$ cat src/rtl/multiplier_1_if.sv
// Operand/result bundle for the approximate 4x4 multiplier.
// err_mag exists only when MULT_ERR_METRIC_EN is defined.
interface multiplier_1_if;
  logic       in_valid;
  logic [3:0] A;
  logic [3:0] B;
  logic [7:0] result;
  logic       out_valid;
`ifdef MULT_ERR_METRIC_EN
  logic [7:0] err_mag;

  modport master (output in_valid, A, B, input result, out_valid, err_mag);
  modport slave  (input in_valid, A, B, output result, out_valid, err_mag);
`else
  modport master (output in_valid, A, B, input result, out_valid);
  modport slave  (input in_valid, A, B, output result, out_valid);
`endif
endinterface

$ cat src/rtl/multiplier_1.sv
// Unsigned 4x4 approximate multiplier, one registered stage; low columns OR-compressed.
// Optional MULT_ERR_METRIC_EN adds a registered err_mag = exact - approximate.
module multiplier_1 #(
  parameter int APPROX_COLS = 3
) (
  input  logic           clk,
  input  logic           rst,
  multiplier_1_if.slave  bus
);

  logic [7:0] or_bits;
  logic [7:0] exact_sum;
  logic [7:0] approx;

  // Approximate columns only OR their partial products, so they never carry;
  // everything at or above APPROX_COLS is accumulated exactly.
  always_comb begin
    or_bits   = '0;
    exact_sum = '0;
    for (int i = 0; i < 4; i++) begin
      for (int j = 0; j < 4; j++) begin
        if (i + j < APPROX_COLS)
          or_bits[i + j] = or_bits[i + j] | (bus.A[i] & bus.B[j]);
        else
          exact_sum = exact_sum + ({7'd0, bus.A[i] & bus.B[j]} << (i + j));
      end
    end
    approx = exact_sum | or_bits;
  end

`ifdef MULT_ERR_METRIC_EN
  logic [7:0] exact_prod;

  assign exact_prod = {4'd0, bus.A} * {4'd0, bus.B};
`endif

  always_ff @(posedge clk) begin
    if (rst) begin
      bus.result    <= '0;
      bus.out_valid <= 1'b0;
`ifdef MULT_ERR_METRIC_EN
      bus.err_mag   <= '0;
`endif
    end else begin
      bus.out_valid <= bus.in_valid;
      if (bus.in_valid) begin
        bus.result  <= approx;
`ifdef MULT_ERR_METRIC_EN
        bus.err_mag <= exact_prod - approx;
`endif
      end
    end
  end

endmodule

$ cat src/flat_wrapper.sv
// flat-port wrapper written by rule: the top's interface ports become plain ports
module multiplier_1_flat 
#(
  parameter int APPROX_COLS = 3
)
  (clk, rst, bus_in_valid, bus_A, bus_B, bus_result, bus_out_valid);
  multiplier_1_if bus_i ();
  input  logic clk;
  input  logic rst;
  input wire logic [$bits(bus_i.in_valid)-1:0] bus_in_valid;
  input wire logic [$bits(bus_i.A)-1:0] bus_A;
  input wire logic [$bits(bus_i.B)-1:0] bus_B;
  output wire logic [$bits(bus_i.result)-1:0] bus_result;
  output wire logic [$bits(bus_i.out_valid)-1:0] bus_out_valid;
  assign bus_i.in_valid = bus_in_valid;
  assign bus_i.A = bus_A;
  assign bus_i.B = bus_B;
  assign bus_result = bus_i.result;
  assign bus_out_valid = bus_i.out_valid;
  multiplier_1 #(.APPROX_COLS(APPROX_COLS)) u_core (.clk(clk), .rst(rst), .bus(bus_i));
endmodule
$ cat config.mk
export PLATFORM = sky130hd
export DESIGN_NAME = multiplier_1_flat
export DESIGN_NICKNAME = d
export VERILOG_FILES = /design/src/rtl/multiplier_1_if.sv /design/src/rtl/multiplier_1.sv /design/src/flat_wrapper.sv
export SDC_FILE = /design/constraint.sdc
export NUM_CORES = 1
export LEC_CHECK = 0
export CAP_MARGIN = 20
export CORE_MARGIN = 2
export CORE_UTILIZATION = 35
export DETAILED_ROUTE_END_ITERATION = 10
export GPL_ROUTABILITY_DRIVEN = 0
export PLACE_DENSITY_LB_ADDON = 0.08
export SYNTH_ARGS = -nofsm -noshare
export SYNTH_HDL_FRONTEND = slang
export SYNTH_SLANG_ARGS = --single-unit
$ cat constraint.sdc
create_clock -name clk -period 2.9 [get_ports clk]
set_input_delay 0.58 -clock clk [delete_from_list [all_inputs] [get_ports clk]]
set_output_delay 0.58 -clock clk [all_outputs]
set_load 0.02 [all_outputs]
### Word-level counts from Yosys, hierarchy flattened

Index checks and enable logic that the tools add are counted.

* add/sub/neg operators: 9
* bitwise gates (word level): 20

Operators with widths (count)
* $add A8 B5 Y8: 3
* $add A8 B4 Y8: 2
* $add A8 B6 Y8: 2
* $and A1 B1 Y1: 16
* $add A8 B7 Y8: 1
* $or A8 B3 Y8: 1
* $add A4 B4 Y5: 1
* $or A1 B1 Y1: 3

* flip-flop bits (word level): 9
* bits of input ports: 11
* output and inout port bits: 9
* word-level logic and storage cells: 31

### Logic depth before layout (Yosys ltp)

Gate-level depths: netlist of the first run.

* word-level depth: 11
* gate-level depth with buffers: 8
* mapped depth without buffers: 8

### Least setup slack after synthesis of the first run

Ideal clock, no wire load.

* path kind: input port to flip-flop
* start point: in bus_A[0]
* end point: reg u_core.bus.result[7]
* library setup time: 0.086 ns
* arrival time: 2.741 ns
* required time: 2.814 ns
* path slack: 0.073 ns
* cell stages on the path: 8
* path through: and2_1 > ha_1 > fa_1 > fa_1 > ha_1 > fa_1 > xnor2_1 > a211oi_1

* word-level cells in the longest chain between the ends: 11

RTL lines
* start, declared: line flat_wrapper.sv:11 `input wire logic [$bits(bus_i.A)-1:0] bus_A;`
* $and A1 B1 Y1: line multiplier_1.sv:25 `exact_sum = exact_sum + ({7'd0, bus.A[i] & bus.B[j]} << (i + j));`
* $add A4 B4 Y5: line multiplier_1.sv:25
* $add A8 B5 Y8: line multiplier_1.sv:25
* $add A8 B4 Y8: line multiplier_1.sv:25
* $add A8 B5 Y8: line multiplier_1.sv:25
* $add A8 B6 Y8: line multiplier_1.sv:25
* $add A8 B4 Y8: line multiplier_1.sv:25
* $add A8 B5 Y8: line multiplier_1.sv:25
* $add A8 B6 Y8: line multiplier_1.sv:25
* $add A8 B7 Y8: line multiplier_1.sv:25
* $or A8 B3 Y8: line multiplier_1.sv:28 `approx = exact_sum | or_bits;`
* end signal, assigned: line multiplier_1.sv:47 `bus.result <= approx;`
* end, declared: line multiplier_1_if.sv:16 `modport slave (input in_valid, A, B, output result, out_valid);`

Every way passes these cells.
A chain may end at the register's enable or synchronous reset.

### Worst setup path after layout of the first run

* start point: in bus_B[1]
* end point: reg u_core.bus.result[7]

* word-level cells in the longest chain between the ends: 9
* elaborated cells between the ends (all ways): 10
* classes of those cells: add/sub: 7; bitwise: 3

RTL lines
* start, declared: line flat_wrapper.sv:12 `input wire logic [$bits(bus_i.B)-1:0] bus_B;`
* $and A1 B1 Y1: line multiplier_1.sv:25
* $add A8 B4 Y8: line multiplier_1.sv:25
* $add A8 B5 Y8: line multiplier_1.sv:25
* $add A8 B6 Y8: line multiplier_1.sv:25
* $add A8 B4 Y8: line multiplier_1.sv:25
* $add A8 B5 Y8 (*): line multiplier_1.sv:25
* $add A8 B6 Y8 (*): line multiplier_1.sv:25
* $add A8 B7 Y8 (*): line multiplier_1.sv:25
* $or A8 B3 Y8 (*): line multiplier_1.sv:28

Mark *: on every way between the ends. The rest lies on a longest branch, timed or not.

==> flow_metrics.env, run 1 <==
export IMPL_status="finished, final reports clean"
export IMPL_fin_crit_sh_pct=93.7
export IMPL_finalHoldViolations=0
export IMPL_wirelength_mm=1.11
export IMPL_rsz0062_at_grt="no"
export IMPL_drtIter0Drc=7
export IMPL_cp_end_kind="flip-flop"
export IMPL_port_buffer_count=19
export IMPL_final_setup_viol_count=0
export IMPL_avgSynthCellArea_um2=10.6
export IMPL_wl_met3_um=71
export IMPL_fin_skew_ps=0
export IMPL_die_area_um2=1870
export IMPL_cts_buffer_depth=2
export IMPL_async_flop_share_pct=0
export IMPL_max_cap_violations=0
export IMPL_ys_ff_latch=9
export IMPL_drv_slew=0
export IMPL_overflow=0
export IMPL_total_power_uw=348
export IMPL_layout_nets=101
export IMPL_ant_nets=0
export IMPL_period_needed_ps=2720
export IMPL_grt_max_degree=14
export IMPL_post_cts_buffers=0
export IMPL_ios=20
export IMPL_slew_limit_headroom_pct=65.8
export IMPL_dp_hpwl_um=870
export IMPL_p_per_area_nw_per_um2=402
export IMPL_clkLatencyLatePin_ps=260
export IMPL_area_growth_syn_to_layout_pct=60.2
export IMPL_synth_distinct_cells=17
export IMPL_utilization_pct=58.8
export IMPL_clock_sinks=9
export IMPL_vias=465
export IMPL_htreeDepth=1
export IMPL_path_clk_slew_ps=60
export IMPL_drc=0
export IMPL_r2r_cells=2
export IMPL_min_delay_path_depth=2
export IMPL_grt_pass1_vias=442
export IMPL_core_area_um2=1470
export IMPL_mappedNetlistNets=71
export IMPL_syn_inst=51
export IMPL_worstSetupStartpointType="input port"
export IMPL_postLayoutCellArea_um2=866
export IMPL_routed_top_layer="met4"
export IMPL_cts_root_buf="clkbuf_4"
export IMPL_layout_drive_gt1_share_pct=23.8
export IMPL_ys_warn_count=0
export IMPL_finalNonFillerCells=96
export IMPL_path_class="in2reg"
export IMPL_dr_pass1_iters=5
export IMPL_initial_core_util_pct=36.7
export IMPL_synth_enable_flop_cells=0
export IMPL_antenna_found_initial=0
export IMPL_fmax_ghz=0.368
export IMPL_worst_slew_pin_slew_ps=511
export IMPL_cts_tree="built"
export IMPL_worstHoldPathType="reg2reg"
export IMPL_ys_flop_type="dfxtp_1"
export IMPL_fill_cells=136
export IMPL_met1_length_um=490
export IMPL_ys_seq_area_share_pct=33.3
export IMPL_met2_wirelength_um=521
export IMPL_syn_cell_area_um2=541
export IMPL_routedWlPerCell_um=11.6
export IMPL_dpl_cell_area_um2=796
export IMPL_vdd_drop_max_uv=171
export IMPL_die_h_um=43.3
export IMPL_grt_use_total_pct=13.7
export IMPL_dp_cells=92
export IMPL_placementRows=14
export IMPL_diodes=0
export IMPL_grt_pass1_wl_mm=1.84
export IMPL_cp_data_arrival_time_ps=2900
export IMPL_fp_dieW_um=43.3
export IMPL_crit_fanout=3
export IMPL_hold_ws_ps=475
export IMPL_power_leakage_nw=0.387
export IMPL_holdBufCountCts=0
export IMPL_cp_required_ps=3080
export IMPL_avgViaCountPerCell=4.84
export IMPL_numCtsBuffers=3
==> metal layers <==
metal	vias to the layer above	GRT usage [%]
met5	-	0
met4	0	9.09
met3	4	3.40
met2	21	22.4
met1	207	15.8
li1	233	-
==> synthesized netlist by cell type, drive strengths merged (3+ instances only) <==
master  number  area, um^2
nor2         7        28.8
and2        10        62.6
fa           4        80.1
ha           5        62.6
dfxtp        9         180
a211oi       3        22.5
mux2i        4        40.0
==> flip-flops by register name (all words and copies together), names as in the netlist <==
name	cells
u_core.bus.out_valid	1
u_core.bus.result	8
==> critical path, stage by stage <==
cell             delay [ps]
clkdlybuf4s50_1         420
and2_1                  180
fa_1                    470
fa_2                    370
ha_4                    170
fa_2                    350
xnor2_1                 130
a211oi_1                210
==> logic make-up after synthesis <==
family	share of synthesized area, %
buf+inv	2.78
fa+ha+maj	26.4
simple gates	20.1
xor+xnor	1.62
compound gates	8.33
flops	33.3
mux	7.41
==> what timing repair did <==
| item | in CTS | in global routing |
|---|---|---|
| cloned | 0 | 0 |
| setup endpoints to repair | 2 | 2 |
| pin swaps | 3 | 6 |
| gates resized for setup | 5 | 8 |
==> power by group <==
| part | leakage (nW) | internal, mW | switching (mW) |
|---|---|---|---|
| Sequential | 0.0743 | 0.134 | 0.00482 |
| Clock | 0.0150 | 0.0530 | 0.0432 |
| Combinational | 0.298 | 0.0632 | 0.0501 |
==> path summary, 6_finish.rpt <==
kind / start / to / slack, ps
worst min-delay path: u_core.bus.result[0]$_SDFFE_PP0P_ / u_core.bus.result[0]$_SDFFE_PP0P_ / 480
worst min register to register: u_core.bus.result[0]$_SDFFE_PP0P_ / u_core.bus.result[0]$_SDFFE_PP0P_ / 480
worst max register to register: u_core.bus.result[2]$_SDFFE_PP0P_ / u_core.bus.result[2]$_SDFFE_PP0P_ / 2240
worst max-delay path: bus_B[1] / u_core.bus.result[7]$_SDFFE_PP0P_ / 180
==> layout make-up <==
class / instances / area (um^2) / share of cell area (%)
clock buffer: 4 / 26.3 / 3.03
multi-input combinational: 40 / 383 / 44.2
sequential: 9 / 180 / 20.8
tap: 16 / 20.0 / 2.31
timing repair buffer: 27 / 256 / 29.6
==> metrics by stage <==
step	TNS, ps	worst slack (ps)
finish	0	182
global route	0	55.2
CTS	0	15.0
detailed placement	-1030	-506
global placement	-1000	-487
floorplan	0	73.1
==> cells in the final DEF (no fill, tap or decap), types with 3 or more instances in the layout <==
cell type / Yosys / routed
and2_1: 10 / 8
fa_2: 0 / 3
dfxtp_1: 9 / 9
mux2i_1: 4 / 4
nor2_1: 6 / 6
dlymetal6s2s_1: 0 / 3
buf_4: 0 / 8
ha_1: 5 / 3
a211oi_1: 3 / 3
clkbuf_4: 0 / 3
clkdlybuf4s50_1: 0 / 15
Power figures use the tool's default switching activity.
==> run 2, diff against run 1 <==
--- a/config.mk
+++ b/config.mk
@@ -11,6 +11,7 @@
 export DETAILED_ROUTE_END_ITERATION = 10
 export GPL_ROUTABILITY_DRIVEN = 0
 export PLACE_DENSITY_LB_ADDON = 0.08
+export SETUP_SLACK_MARGIN = 0.15
 export SYNTH_ARGS = -nofsm -noshare
 export SYNTH_HDL_FRONTEND = slang
 export SYNTH_SLANG_ARGS = --single-unit
==> flow_metrics.env, run 2 (same netlist as run 1, synthesis figures left out) <==
export IMPL_cp_data_arrival_time_ps=2820
export IMPL_finalHoldViolations=0
export IMPL_switching_power_uw=96.5
export IMPL_reg_top3="u_core.bus.result: 8 flops, u_core.bus.out_valid: 1 flops"
export IMPL_final_cell_mix="clkdlybuf4s50_1, dfxtp_1, buf_4"
export IMPL_p_per_area_nw_per_um2=398
export IMPL_cts_tree="built"
export IMPL_placementRows=14
export IMPL_pwr_share_clk_pct=27.1
export IMPL_postLayoutCellArea_um2=873
export IMPL_worstSetupStartpointType="input port"
export IMPL_total_power_uw=348
export IMPL_worstHoldPathType="reg2reg"
export IMPL_layout_nets=101
export IMPL_numCtsBuffers=3
export IMPL_overflow=0
export IMPL_layout_commonest_cell="clkdlybuf4s50_1"
export IMPL_combPwrFrac_pct=32.9
export IMPL_final_setup_viol_count=0
export IMPL_clkLatencyLatePin_ps=250
export IMPL_holdBufCountCts=0
export IMPL_setup_ws_ps=244
export IMPL_crit_fanout=3
export IMPL_cp_required_ps=3070
export IMPL_swShare_pct=27.8
export IMPL_layout_drive_gt1_share_pct=27.5
export IMPL_path_class="in2reg"
export IMPL_max_cap_violations=0
export IMPL_finalNonFillerCells=96
export IMPL_ios=20
export IMPL_die_area_um2=1870
export IMPL_initial_core_util_pct=36.7
export IMPL_htreeDepth=1
export IMPL_slew_limit_headroom_pct=64.8
export IMPL_path_clk_slew_ps=60
export IMPL_grt_max_degree=14
export IMPL_diodes=0
export IMPL_area_growth_syn_to_layout_pct=61.6
export IMPL_intPower_uw=251
export IMPL_dp_hpwl_um=889
export IMPL_r2r_slack_ps=2230
export IMPL_cp_end_kind="flip-flop"
export IMPL_dp_cells=92
export IMPL_seqPwrFrac_pct=40.0
export IMPL_antenna_found_initial=0
export IMPL_vdd_drop_max_uv=186
export IMPL_power_leakage_nw=0.376
export IMPL_largest_register_ffs=8
export IMPL_fin_setup_tns_ps=0
export IMPL_grt_pass1_vias=459
export IMPL_drv_slew=0
export IMPL_cts_root_buf="clkbuf_4"
export IMPL_cts_buffer_depth=2
export IMPL_status="finished, final reports clean"
export IMPL_port_buffer_count=19
export IMPL_fill_cells=151
export IMPL_fin_skew_ps=0
export IMPL_worst_slew_pin_slew_ps=526
export IMPL_ant_nets=0
export IMPL_multi_input_area_um2=395
export IMPL_core_area_um2=1470
export IMPL_clock_sinks=9
export IMPL_grt_pass1_wl_mm=1.92
export IMPL_wirelength_mm=1.07
export IMPL_fin_crit_sh_pct=91.6
export IMPL_avgViaCountPerCell=4.60
export IMPL_seqCellArea_um2=180
export IMPL_grt_use_total_pct=14.5
export IMPL_die_h_um=43.3
export IMPL_drc=0
export IMPL_dpl_cell_area_um2=801
export IMPL_regMostFlops="u_core.bus.result"
export IMPL_pre_cts_ws_ps=-400
export IMPL_drtIter0Drc=2
export IMPL_routedWlPerCell_um=11.2
export IMPL_fp_dieW_um=43.3
export IMPL_period_needed_ps=2660
export IMPL_fmax_ghz=0.377
export IMPL_vias=442
export IMPL_dr_pass1_iters=4
export IMPL_rsz0062_at_grt="no"
[run 2: repair_timing]
action,4_1_cts,5_1_grt
buffers inserted,0,0
endpoints found under the setup margin,2,2
resized for setup,13,6
pin swaps,8,7
cloned,0,0
[run 2: power by group through the flow]
stage / Combinational (mW) / Sequential [mW] / Clock, mW
2_1_floorplan: 0.0417 / 0.155 / 0
3_3_place_gp: 0.106 / 0.142 / 0
3_5_place_dp: 0.108 / 0.142 / 0
4_1_cts: 0.116 / 0.139 / 0.0996
5_1_grt: 0.127 / 0.140 / 0.105
6_report: 0.115 / 0.139 / 0.0943
[run 2: path summary, 6_finish.rpt]
| kind | start | cells past startpoint | endpoint |
|---|---|---|---|
| min reg2reg | u_core.bus.result[0]$_SDFFE_PP0P_ | 2 | u_core.bus.result[0]$_SDFFE_PP0P_ |
| max reg2reg | u_core.bus.result[7]$_SDFFE_PP0P_ | 2 | u_core.bus.result[7]$_SDFFE_PP0P_ |
| max | bus_B[3] | 9 | u_core.bus.result[7]$_SDFFE_PP0P_ |
| min | u_core.bus.result[0]$_SDFFE_PP0P_ | 2 | u_core.bus.result[0]$_SDFFE_PP0P_ |
[run 2: critical path, stage by stage]
cell and delay [ps]:
clkdlybuf4s15_1 190, and2_4 170, ha_4 150, fa_1 470, fa_2 390, ha_4 170, fa_2 360, xnor2_2 140
a211oi_1 190
[run 2: layout make-up]
class	instances	area share [%]
flip-flops and latches	9	20.6
multi-input cells	40	45.3
clock buffers	4	3.01
well taps	16	2.29
repair buffers	27	28.8
[run 2: layer usage]
| layer | GRT usage [%] | vias to the layer above | wire [um] |
|---|---|---|---|
| met5 | 0 | - | 0 |
| met2 | 21.5 | 16 | 505 |
| li1 | - | 234 | - |
| met4 | 12.7 | 0 | 19 |
| met3 | 1.70 | 2 | 67 |
| met1 | 18.4 | 190 | 481 |
[run 2: per-stage QoR]
| stage | util (%) | hold slack, ps |
|---|---|---|
| final | 59.4 | 464 |
| after global routing | 59.4 | 518 |
| after CTS | 58.7 | 467 |
| after detailed placement | 54.4 | 457 |
| after global placement | 54.4 | 458 |
| after floorplan | - | 543 |
==> run 3, diff against run 2 <==
--- a/config.mk
+++ b/config.mk
@@ -5,6 +5,7 @@
 export SDC_FILE = /design/constraint.sdc
 export NUM_CORES = 1
 export LEC_CHECK = 0
+export ABC_AREA = 1
 export CAP_MARGIN = 20
 export CORE_MARGIN = 2
 export CORE_UTILIZATION = 35
==> flow_metrics.env, run 3 <==
export IMPL_synth_enable_flop_cells=0
export IMPL_fin_skew_ps=0
export IMPL_worstSetupStartpointType="input port"
export IMPL_cts_buffer_depth=2
export IMPL_syn_inst=80
export IMPL_clkLatencyLatePin_ps=260
export IMPL_port_buffer_count=19
export IMPL_numCtsBuffers=3
export IMPL_power_leakage_nw=0.514
export IMPL_dr_pass1_iters=4
export IMPL_grt_pass1_vias=568
export IMPL_yosysMostFrequentCell="nand2_1"
export IMPL_grt_pass1_wl_mm=2.37
export IMPL_use_met1_pct=19.7
export IMPL_initial_core_util_pct=37.9
export IMPL_finalHoldViolations=0
export IMPL_yosysTopAreaCell="dfxtp_1"
export IMPL_cp_data_arrival_time_ps=2800
export IMPL_fmax_ghz=0.385
export IMPL_cp_required_ps=3110
export IMPL_ys_flop_type="dfxtp_1"
export IMPL_pwr_share_clk_pct=27.5
export IMPL_layout_drive_gt1_share_pct=19.1
export IMPL_slew_limit_headroom_pct=74.9
export IMPL_worst_slew_pin_slew_ps=375
export IMPL_p_per_area_nw_per_um2=385
export IMPL_status="finished, final reports clean"
export IMPL_seqPwrFrac_pct=39.3
export IMPL_holdBufCountCts=0
export IMPL_overflow=0
export IMPL_drtIter0Drc=10
export IMPL_synth_area_top_cells="dfxtp_1, nand2_1, fa_1, ha_1, inv_1"
export IMPL_grt_busiest_layer="met2"
export IMPL_diodes=0
export IMPL_antenna_found_initial=0
export IMPL_ios=20
export IMPL_finalNonFillerCells=126
export IMPL_routedWlPerCell_um=10.8
export IMPL_ys_seq_area_share_pct=31.2
export IMPL_synth_distinct_cells=12
export IMPL_gr_usage_met2_pct=29.6
export IMPL_die_h_um=44.6
export IMPL_grt_max_degree=12
export IMPL_fin_crit_sh_pct=89.5
export IMPL_switching_power_uw=106
export IMPL_syn_cell_area_um2=578
export IMPL_synth_common_cells="nand2_1, inv_1, nor2_1"
export IMPL_use_met3_pct=6.12
export IMPL_avgViaCountPerCell=4.56
export IMPL_max_cap_violations=0
export IMPL_drv_slew=0
export IMPL_core_area_um2=1520
export IMPL_htreeDepth=1
export IMPL_period_needed_ps=2600
export IMPL_fp_dieW_um=44.6
export IMPL_ys_ff_latch=9
export IMPL_cts_tree="built"
export IMPL_worstHoldPathType="reg2reg"
export IMPL_placementRows=14
export IMPL_path_clk_slew_ps=70
export IMPL_path_class="in2reg"
export IMPL_cts_root_buf="clkbuf_4"
export IMPL_reg_top3="u_core.bus.result: 8 flops, u_core.bus.out_valid: 1 flops"
export IMPL_dp_hpwl_mm=1.06
export IMPL_ant_nets=0
export IMPL_swShare_pct=30.4
export IMPL_rsz0062_at_grt="no"
export IMPL_final_setup_viol_count=0
export IMPL_min_from="u_core.bus.result[0]$_SDFFE_PP0P_"
export IMPL_vias=574
export IMPL_layout_commonest_cell="nand2_1"
export IMPL_r2r_start="u_core.bus.result[6]$_SDFFE_PP0P_"
export IMPL_cp_end_kind="flip-flop"
export IMPL_largest_register_ffs=8
export IMPL_intPower_uw=244
export IMPL_startpoint="bus_A[3]"
export IMPL_grt_use_total_pct=16.7
export IMPL_dp_cells=122
export IMPL_fin_setup_tns_ps=0
export IMPL_combPwrFrac_pct=33.2
export IMPL_async_flop_share_pct=0
export IMPL_crit_fanout=3
export IMPL_regMostFlops="u_core.bus.result"
export IMPL_clock_sinks=9
export IMPL_drc=0
export IMPL_die_area_um2=1990
export IMPL_netlist_area_leader_share_pct=31.2
export IMPL_ys_warn_count=0
export IMPL_vdd_drop_max_uv=257
export IMPL_mappedNetlistNets=100
export IMPL_avgSynthCellArea_um2=7.23
export IMPL_area_growth_syn_to_layout_pct=57.4
export IMPL_wirelength_mm=1.36
export IMPL_layout_nets=131
export IMPL_final_cell_mix="nand2_1, clkdlybuf4s50_1, inv_1, nor2_1, dfxtp_1"
## run 3: final cells by class
type,instances,area [um^2]
Timing Repair Buffer,27,263
Multi-Input combinational cell,55,363
Clock inverter,1,5.00
Sequential cell,9,180
Inverter,15,56.3
Clock buffer,3,22.5
Fill cell,143,614
Tap cell,16,20.0
## run 3: final timing paths
path,slack (ps),end,cells after the start
worst max-delay path,300,u_core.bus.result[6]$_SDFFE_PP0P_,10
worst min-delay path,490,u_core.bus.result[0]$_SDFFE_PP0P_,2
worst max register to register,2260,u_core.bus.result[6]$_SDFFE_PP0P_,2
worst min register to register,490,u_core.bus.result[0]$_SDFFE_PP0P_,2
## run 3: logic make-up (layout without fill, tap and decap cells)
group	count (synthesis)	count (layout)	synth area share [%]
DFF	9	9	31.2
buffers and inverters	16	46	11.7
and+or+nand+nor	40	40	27.3
AOI/OAI and AO/OA	6	6	5.19
adders and majority gates	9	9	24.7
## run 3: critical path, cell delays in order
cell	delay (ps)
clkdlybuf4s50_1	430
buf_4	150
nand2_1	50
inv_1	60
fa_2	380
fa_2	370
ha_4	170
fa_2	510
nor2_1	40
nor2_1	70
## run 3: repair_timing
action,CTS,global route
gates cloned,0,0
pin swaps,3,5
endpoints found under the setup margin,2,2
buffers inserted,0,0
gates resized for setup,7,6
## run 3: power by group through the flow
stage / clock network, mW / registers (mW) / logic (mW)
5_1_grt: 0.106 / 0.139 / 0.128
2_1_floorplan: 0 / 0.152 / 0.0408
3_5_place_dp: 0 / 0.140 / 0.108
4_1_cts: 0.100 / 0.138 / 0.112
6_report: 0.0964 / 0.138 / 0.116
3_3_place_gp: 0 / 0.140 / 0.108
## run 3: through the flow
step	setup WS, ps	total power [mW]	hold slack, ps	utilization [%]	cell area [um^2]
final	304	0.350	493	59.7	910
after global routing	185	0.373	537	59.7	910
after CTS	197	0.350	500	58.2	887
after detailed placement	-314	0.248	486	54.9	837
after global placement	-303	0.248	467	54.9	837
after floorplan	234	0.193	534	-	578
## run 3: routing by layer
| metal | part of all wire [%] | up-vias |
|---|---|---|
| met5 | 0 | - |
| met3 | 5.4 | 0 |
| met4 | 0 | 0 |
| met1 | 45 | 257 |
| met2 | 50 | 16 |
| li1 | - | 301 |
